`config.mk`:
```
export PLATFORM = sky130hd
export DESIGN_NAME = case4_loop_sequencer
export DESIGN_NICKNAME = d
export VERILOG_FILES = /design/src/rtl/case4_pkg.sv /design/src/rtl/case4_delay_line.sv /design/src/rtl/case4_loop_sequencer.sv
export SDC_FILE = /design/constraint.sdc
export NUM_CORES = 1
export LEC_CHECK = 0
export ABC_AREA = 0
export CORE_ASPECT_RATIO = 0.75
export CORE_MARGIN = 2
export CORE_UTILIZATION = 49
export DETAILED_ROUTE_END_ITERATION = 8
export DONT_BUFFER_PORTS = 1
export PLACE_DENSITY = 0.61
export SLEW_MARGIN = 20
export SYNTH_ARGS = -nofsm -noshare
export SYNTH_HDL_FRONTEND = slang
export SYNTH_SLANG_ARGS = --single-unit
```
`constraint.sdc`:
```
create_clock -name clk -period 2.4 [get_ports clk]
set_input_delay 0.48 -clock clk [delete_from_list [all_inputs] [get_ports clk]]
set_output_delay 0.48 -clock clk [all_outputs]
set_load 0.02 [all_outputs]
```
`src/rtl/case4_pkg.sv`:
```
// Shared constants, types and width helpers for the case-4 datapath and its sequencer.
package case4_pkg;

  localparam int CASE4_J        = 4;
  localparam int CASE4_A        = 4;
  localparam int CASE4_I        = 7;
  localparam int CASE4_PIPE_LAT = 3;

  typedef enum logic [1:0] {
    ST_IDLE  = 2'd0,
    ST_RUN   = 2'd1,
    ST_DRAIN = 2'd2,
    ST_DONE  = 2'd3
  } case4_seq_state_t;

  // One spare bit so a counter can hold its own loop count without overflow.
  function automatic int idx_width(input int n);
    return $clog2(n) + 1;
  endfunction

  localparam int CASE4_J_WIDTH = idx_width(CASE4_J);
  localparam int CASE4_A_WIDTH = idx_width(CASE4_A);
  localparam int CASE4_I_WIDTH = idx_width(CASE4_I);

endpackage

```
`src/rtl/case4_delay_line.sv`:
```
// Fixed-depth shift register that carries write-back tags alongside the datapath pipeline.
module case4_delay_line #(
  parameter int WIDTH = 1,
  parameter int DEPTH = 1
) (
  input  logic             clk,
  input  logic             rst,
  input  logic [WIDTH-1:0] din,
  output logic [WIDTH-1:0] dout
);

  logic [WIDTH-1:0] stage [DEPTH];

  always_ff @(posedge clk or posedge rst) begin
    if (rst) begin
      for (int k = 0; k < DEPTH; k++) stage[k] <= '0;
    end else begin
      stage[0] <= din;
      for (int k = 1; k < DEPTH; k++) stage[k] <= stage[k-1];
    end
  end

  assign dout = stage[DEPTH-1];

endmodule

```
`src/rtl/case4_loop_sequencer.sv`:
```
// Walks the J x A x I iteration space for the case-4 datapath and aligns per-(j,a) write-back.
//   state    | meaning
//   ST_IDLE  | waiting for start, outputs quiet
//   ST_RUN   | issuing tuples, stepping on dp_ready
//   ST_DRAIN | all tuples issued, waiting for final write-back
//   ST_DONE  | one-cycle done pulse
module case4_loop_sequencer
  import case4_pkg::*;
#(
  parameter  int J        = CASE4_J,
  parameter  int A        = CASE4_A,
  parameter  int I        = CASE4_I,
  parameter  int PIPE_LAT = CASE4_PIPE_LAT,
  localparam int J_WIDTH  = idx_width(J),
  localparam int A_WIDTH  = idx_width(A),
  localparam int I_WIDTH  = idx_width(I)
) (
  input  logic               clk,
  input  logic               rst,
  input  logic               start,
  input  logic               dp_ready,
  output logic               busy,
  output logic               issue_valid,
  output logic [J_WIDTH-1:0] j_idx,
  output logic [A_WIDTH-1:0] a_idx,
  output logic [I_WIDTH-1:0] i_idx,
  output logic               acc_clr,
  output logic               acc_last,
  output logic               wb_valid,
  output logic [J_WIDTH-1:0] wb_j,
  output logic [A_WIDTH-1:0] wb_a,
  output logic               done
);

  localparam int TAG_W = 1 + J_WIDTH + A_WIDTH;

  case4_seq_state_t state;

  logic             accept;
  logic             i_wrap;
  logic             a_wrap;
  logic             j_last;
  logic             last_tuple;
  logic             final_wb;
  logic [TAG_W-1:0] tag_in;
  logic [TAG_W-1:0] tag_out;

  assign issue_valid = (state == ST_RUN);
  assign busy        = (state != ST_IDLE);
  assign done        = (state == ST_DONE);
  assign accept      = issue_valid & dp_ready;

  assign i_wrap     = (i_idx == I_WIDTH'(I - 1));
  assign a_wrap     = (a_idx == A_WIDTH'(A - 1));
  assign j_last     = (j_idx == J_WIDTH'(J - 1));
  assign last_tuple = i_wrap & a_wrap & j_last;

  assign acc_clr  = issue_valid & (i_idx == '0);
  assign acc_last = issue_valid & i_wrap;

  always_ff @(posedge clk or posedge rst) begin
    if (rst) begin
      state <= ST_IDLE;
      j_idx <= '0;
      a_idx <= '0;
      i_idx <= '0;
    end else begin
      case (state)
        ST_IDLE: begin
          if (start) begin
            state <= ST_RUN;
            j_idx <= '0;
            a_idx <= '0;
            i_idx <= '0;
          end
        end
        ST_RUN: begin
          if (accept) begin
            if (i_wrap) begin
              i_idx <= '0;
              if (a_wrap) begin
                a_idx <= '0;
                j_idx <= j_last ? '0 : j_idx + 1'b1;
              end else begin
                a_idx <= a_idx + 1'b1;
              end
            end else begin
              i_idx <= i_idx + 1'b1;
            end
            if (last_tuple) state <= ST_DRAIN;
          end
        end
        ST_DRAIN: begin
          if (final_wb) state <= ST_DONE;
        end
        ST_DONE: state <= ST_IDLE;
        default: state <= ST_IDLE;
      endcase
    end
  end

  // Only accepted last-of-accumulation issues enter the tag pipe; everything else shifts zeros.
  assign tag_in = (accept & i_wrap) ? {1'b1, j_idx, a_idx} : '0;

  case4_delay_line #(
    .WIDTH(TAG_W),
    .DEPTH(PIPE_LAT)
  ) u_wb_delay (
    .clk (clk),
    .rst (rst),
    .din (tag_in),
    .dout(tag_out)
  );

  assign {wb_valid, wb_j, wb_a} = tag_out;

  // With short I or long PIPE_LAT, earlier write-backs can still land during DRAIN.
  assign final_wb = wb_valid & (wb_j == J_WIDTH'(J - 1)) & (wb_a == A_WIDTH'(A - 1));

endmodule

```
## After elaboration in Yosys (flattened, before gate mapping)

Index checks and enable logic that the tools add are counted.

- Add/sub/neg operators: 3
- Equal/unequal tests: 14
- Mux-type cells: 20
- Bitwise operators: 8
- Reduce and logical (&&, ||, !) cells: 8

Operator list:

| operator | count |
|---|---|
| $mux W3 | 8 |
| $eq A3 B2 Y1 const B | 4 |
| $mux W4 | 3 |
| $pmux W3 S2 | 2 |
| $and A1 B1 Y1 | 8 |
| $mux W2 | 4 |
| $ne A2 B1 Y1 const B | 4 |
| $pmux W2 S4 | 1 |
| $pmux W4 S2 | 1 |
| $reduce_and A4 Y1 | 2 |
| $mux W7 | 1 |
| $add A3 B1 Y3 const B | 2 |
| $reduce_and A5 Y1 | 1 |
| $add A4 B1 Y4 const B | 1 |
| $eq A2 B2 Y1 const B | 2 |
| $eq A4 B3 Y1 const B | 1 |
| $logic_not A4 Y1 | 1 |
| $ne A2 B2 Y1 const B | 2 |
| $reduce_bool A2 Y1 | 2 |
| $reduce_and A3 Y1 | 1 |
| $eq A2 B1 Y1 const B | 1 |
| $logic_not A2 Y1 | 1 |

- Bits in registers: 33
- Input port bits: 4
- Output and inout port bits: 22
- Word-level logic and storage cells: 60

## Logic depth before layout (Yosys ltp)

- Word-level depth: 6
- Mapped depth: 6

## By module

From an unflattened synthesis, not the netlist that was laid out.

- Cells, all modules: 112
- Area, all modules: 1,412.6 µm²

Modules (own cells, without submodules):

| module | times used | cells an instance | area an instance (µm²) | seq. area each (µm²) |
|---|---|---|---|---|
| case4_loop_sequencer | 1 | 83 | 830.8 | 300.3 |
| case4_delay_line | 1 | 29 | 581.8 | 525.5 |

## Worst setup path before layout

Ideal clock, no wire load.

- Kind: register -> output
- From: reg state[1]
- To: out acc_clr
- Arrival: 1,895 ps
- Data required time: 1,920 ps
- Path slack: 25 ps
- Stages on the path, launching flop included: 6
- Path buffers: 1
- Cell sequence: dfrtp_1 > inv_1 > ha_1 > buf_2 > inv_1 > nor4b_1

- Word-level cells in the longest chain between the ends: 2

RTL lines:

| element | RTL line | RTL |
|---|---|---|
| from (decl) | case4_loop_sequencer.sv:37 | `case4_seq_state_t state;` |
| from (signal assigned) | case4_loop_sequencer.sv:63 | `state <= ST_IDLE;` |
| from (signal assigned) | case4_loop_sequencer.sv:71 | `state <= ST_RUN;` |
| from (signal assigned) | case4_loop_sequencer.sv:90 | `if (last_tuple) state <= ST_DRAIN;` |
| $eq A2 B1 Y1 | case4_loop_sequencer.sv:48 | `assign issue_valid = (state == ST_RUN);` |
| named net issue_valid | case4_loop_sequencer.sv:23 | `output logic issue_valid,` |
| $and A1 B1 Y1 | case4_loop_sequencer.sv:58 | `assign acc_clr = issue_valid & (i_idx == '0);` |
| to (decl) | case4_loop_sequencer.sv:27 | `output logic acc_clr,` |

The timed path passes the listed nets, and every way through them passes these cells.

## Final worst setup path

- From: reg state[1]
- To: out acc_clr

- Word-level cells in the longest chain between the ends: 2

RTL lines:

| element | RTL line |
|---|---|
| $eq A2 B1 Y1 | case4_loop_sequencer.sv:48 |
| $and A1 B1 Y1 | case4_loop_sequencer.sv:58 |

No other way between the ends.

==> results by group <==
Yosys
  – Synth cell types: 32
  – EDFF count, synth: 0
  – Cells after Synth: between 100 and 150
  – Synth Register Bits: 33
  – Seq/Total Area, Yosys: between 50% and 60%
  – Cell area after synthesis: roughly 1400 sq um
  – Synth Net Count: between 100 and 150
  – Synth Area per Inst: 12.5 sq um
  – Yosys warns: 0
  – FFs w/ async S/R, synth: 100%
  – Synth Flop Type: dfrtp_1

Power and ir drop
  – PD cells: roughly 1000 nW/um^2
  – Worst IR Drop VDD: 0.696 mV
  – Leakage: approximately 0.81 nW

Finish
  – Share of layout cells above drive strength 1: roughly 15%
  – Layout Cell Area excl Fill: 1520 sq um
  – # nets final: 131
  – FILL cells: about 230
  – Area of the multi-input gates: 492 sq um
  – Diodes inserted: 0
  – Sequential cell area: roughly 830 sq um
  – Area grow syn2layout: 7.90%

Worst setup path
  – Reg2reg setup slack: about 0.35 ns
  – CP max-delay cell: dfrtp_1
  – Slowest stage delay, CP: ~0.41 ns
  – Crit path max fanout: 7
  – Number of cells on the critical path: 5
  – Most used cell, CP: inv_1
  – WP data arrival: 1.72 ns
  – Crit-path leading delay family: buffers and inverters
  – Crit end category: output port
  – WS Path Type: reg2out
  – WP data required: 1.92 ns
  – FF-to-FF path depth: 6
  – CP Buf/Inv Count: 3
  – CP Launch Type: flip-flop
  – CP Cell Sequence: inv_1 > ha_1 > inv_1 > nor4b_1 > buf_4

Detailed routing
  – Post-DR vias/cell: roughly 5.1
  – Drt drc: 0
  – Routed wire length: ~2200 um
  – DR vias: between 700 and 800
  – Total iterations of the first detailed-routing run: 4
  – 1st-iter DRT viols: 35
  – Post-route ant nets: 0
  – DR WL/cell: 14.4 um

CTS
  – CTS tree: done
  – Hold-fix buffers at CTS: 0
  – Clock Latency Late Sink: between 0.2 and 0.3 ns
  – Clock Tree Buf Depth: 2
  – CTS Buf Count: 5
  – CTS resizes: 0
  – Clk root buf: clkbuf_8
  – H-tree lvl count: 2
  – Clock-pin slew on the worst setup and hold paths: roughly 0.07 ns
  – Total setup buffers inserted after CTS: 0
  – CTS sink count: 33

Placed design
  – PortBufs: 0
  – HPWL Detailed: 1610 um
  – Routability cong.: between 0.8 and 0.9
  – Post-DP Area: ~1400 sq um

Min path
  – Min-Delay Path Class: in2async

Die
  – Io pins: 26
  – Die area: 3320 sq um
  – Core Area: ~2700 sq um
  – Die height: around 50 um
  – Initial cell density of the core: approximately 53%
  – FP Rows: 16
  – Die X: between 60 and 70 um

Global routing
  – Number of global-route vias before repair: approximately 790
  – Grt total ovfl: 0
  – First-pass GRT wire length: ~3700 um
  – Largest net degree at the start of global routing: 34
  – Antenna violations before repair: 0
  – Total GRT Usage: between 15 and 20%

Status
  – Status: completed

STA
  – Fmax: ~450 MHz
  – Hold Violations, Final: 0
  – Post-layout minimum cycle time: 2.20 ns
  – Final Setup Violations: 0
  – Unrepaired setup endpoints after global routing: no
  – Final period util: roughly nine tenths
  – Fin Setup TNS: 0 ns
  – Final slew viol count: 0
  – Max-slew headroom: between 60% and 70%
  – Skew final: a little under 0.005 ns
  – Worst-margin pin slew: 0.490 ns

Job
  – Max-Cap Viols: 0
==> final timing paths <==
| check | startpoint | to |
|---|---|---|
| max | state[1]$_DFFE_PP0P_ | acc_clr |
| min | rst | a_idx[2]$_DFFE_PP0P_ |
| max reg2reg | i_idx[0]$_DFFE_PP0P_ | j_idx[0]$_DFFE_PP0P_ |
| min reg2reg | u_wb_delay.stage[10]$_DFF_PP0_ | u_wb_delay.dout[3]$_DFF_PP0_ |
| max in group asynchronous | rst | i_idx[1]$_DFFE_PP0P_ |
| min in group clk | u_wb_delay.stage[10]$_DFF_PP0_ | u_wb_delay.dout[3]$_DFF_PP0_ |
==> power breakdown <==
part / total (mW) / internal, mW / switching [mW]
combinational: 0.397 / 0.173 / 0.224
clock: 0.390 / 0.200 / 0.190
sequential: 0.797 / 0.630 / 0.166
total: 1.58 / 1.00 / 0.581
==> cell families after synthesis <==
kind of cell	synth area share [%]
compound gates	7.64
flops	58.6
mux	4.08
fa+ha+maj	8.88
buf+inv	6.48
simple gates	14.3
==> layout make-up <==
type | instances | share of cell area, %
Clock buffer | 5 | 4.53
Sequential cell | 33 | 54.3
Tap cell | 36 | 2.96
Inverter | 11 | 2.72
Clock inverter | 3 | 1.15
Timing Repair Buffer | 4 | 1.98
Multi-Input combinational cell | 62 | 32.3
==> registers in the layout, indices dropped and copies added, names as in the netlist <==
name / count
i_idx: 4
u_wb_delay.stage: 14
j_idx: 3
state: 2
u_wb_delay.dout: 7
a_idx: 3
==> per-layer routing <==
layer / global-route usage (%) / wire length (um) / share of wire (%) / vias up
met4: 2.08 / 0 / 0 / 0
li1: - / - / - / 380
met3: 6.73 / 161 / 7.3 / 0
met1: 22.2 / 1110 / 50 / 383
met2: 21.2 / 939 / 42 / 26
met5: 0 / 0 / 0 / -
==> worst reg2reg max path, delay by kind of cell, from the launching register on <==
family                     cells  cell delay [ns]
and+or+nand+nor                2             0.28
muxes                          1             0.31
adders and majority gates      1             0.21
DFF                            1             0.47
buffers and inverters          1             0.18
AOI/OAI and AO/OA              1             0.49
==> cells in the final DEF, fill, tap and decap left out, drive strengths merged <==
master	n
a2111oi	1
a21o	1
a21oi	1
a32o	1
a32oi	1
and2	6
and3	1
buf	4
clkbuf	5
clkinv	2
clkinvlp	1
dfrtp	33
ha	10
inv	11
mux2	3
mux2i	2
nand2	6
nand2b	2
nand3	1
nand3b	1
nand4	1
nand4b	2
nor2	7
nor2b	2
nor3	2
nor3b	1
nor4	1
nor4b	1
o21a	1
o21ai	4
o22ai	1
o31ai	2
==> per-stage QoR <==
stage          hold WS, ns  setup WS, ns  total power, mW  util (%)  cells
2_1_floorplan        0.331        0.0248             1.10         -    113
3_3_place_gp         0.333         0.422             1.19      53.9    146
3_5_place_dp         0.335         0.359             1.20      53.9    146
4_1_cts              0.186         0.234             1.60      57.1    154
5_1_grt              0.211        0.0889             1.69      57.1    154
6_report             0.172         0.202             1.58      57.1    154
==> cells in the mapped netlist (all sizes together) (2+ instances only) <==
cell type,count,area share (%)
buf,7,3.6
ha,10,8.9
nand2,6,1.8
nand2b,2,0.89
o21ai,4,1.4
inv,11,2.9
mux2,3,2.7
mux2i,2,1.4
nand4b,2,1.2
o31ai,2,1.1
and2,6,2.7
dfrtp,33,59
nor3,2,0.71
nor2b,2,0.89
nor2,7,1.9
Power figures use the tool's default switching activity.
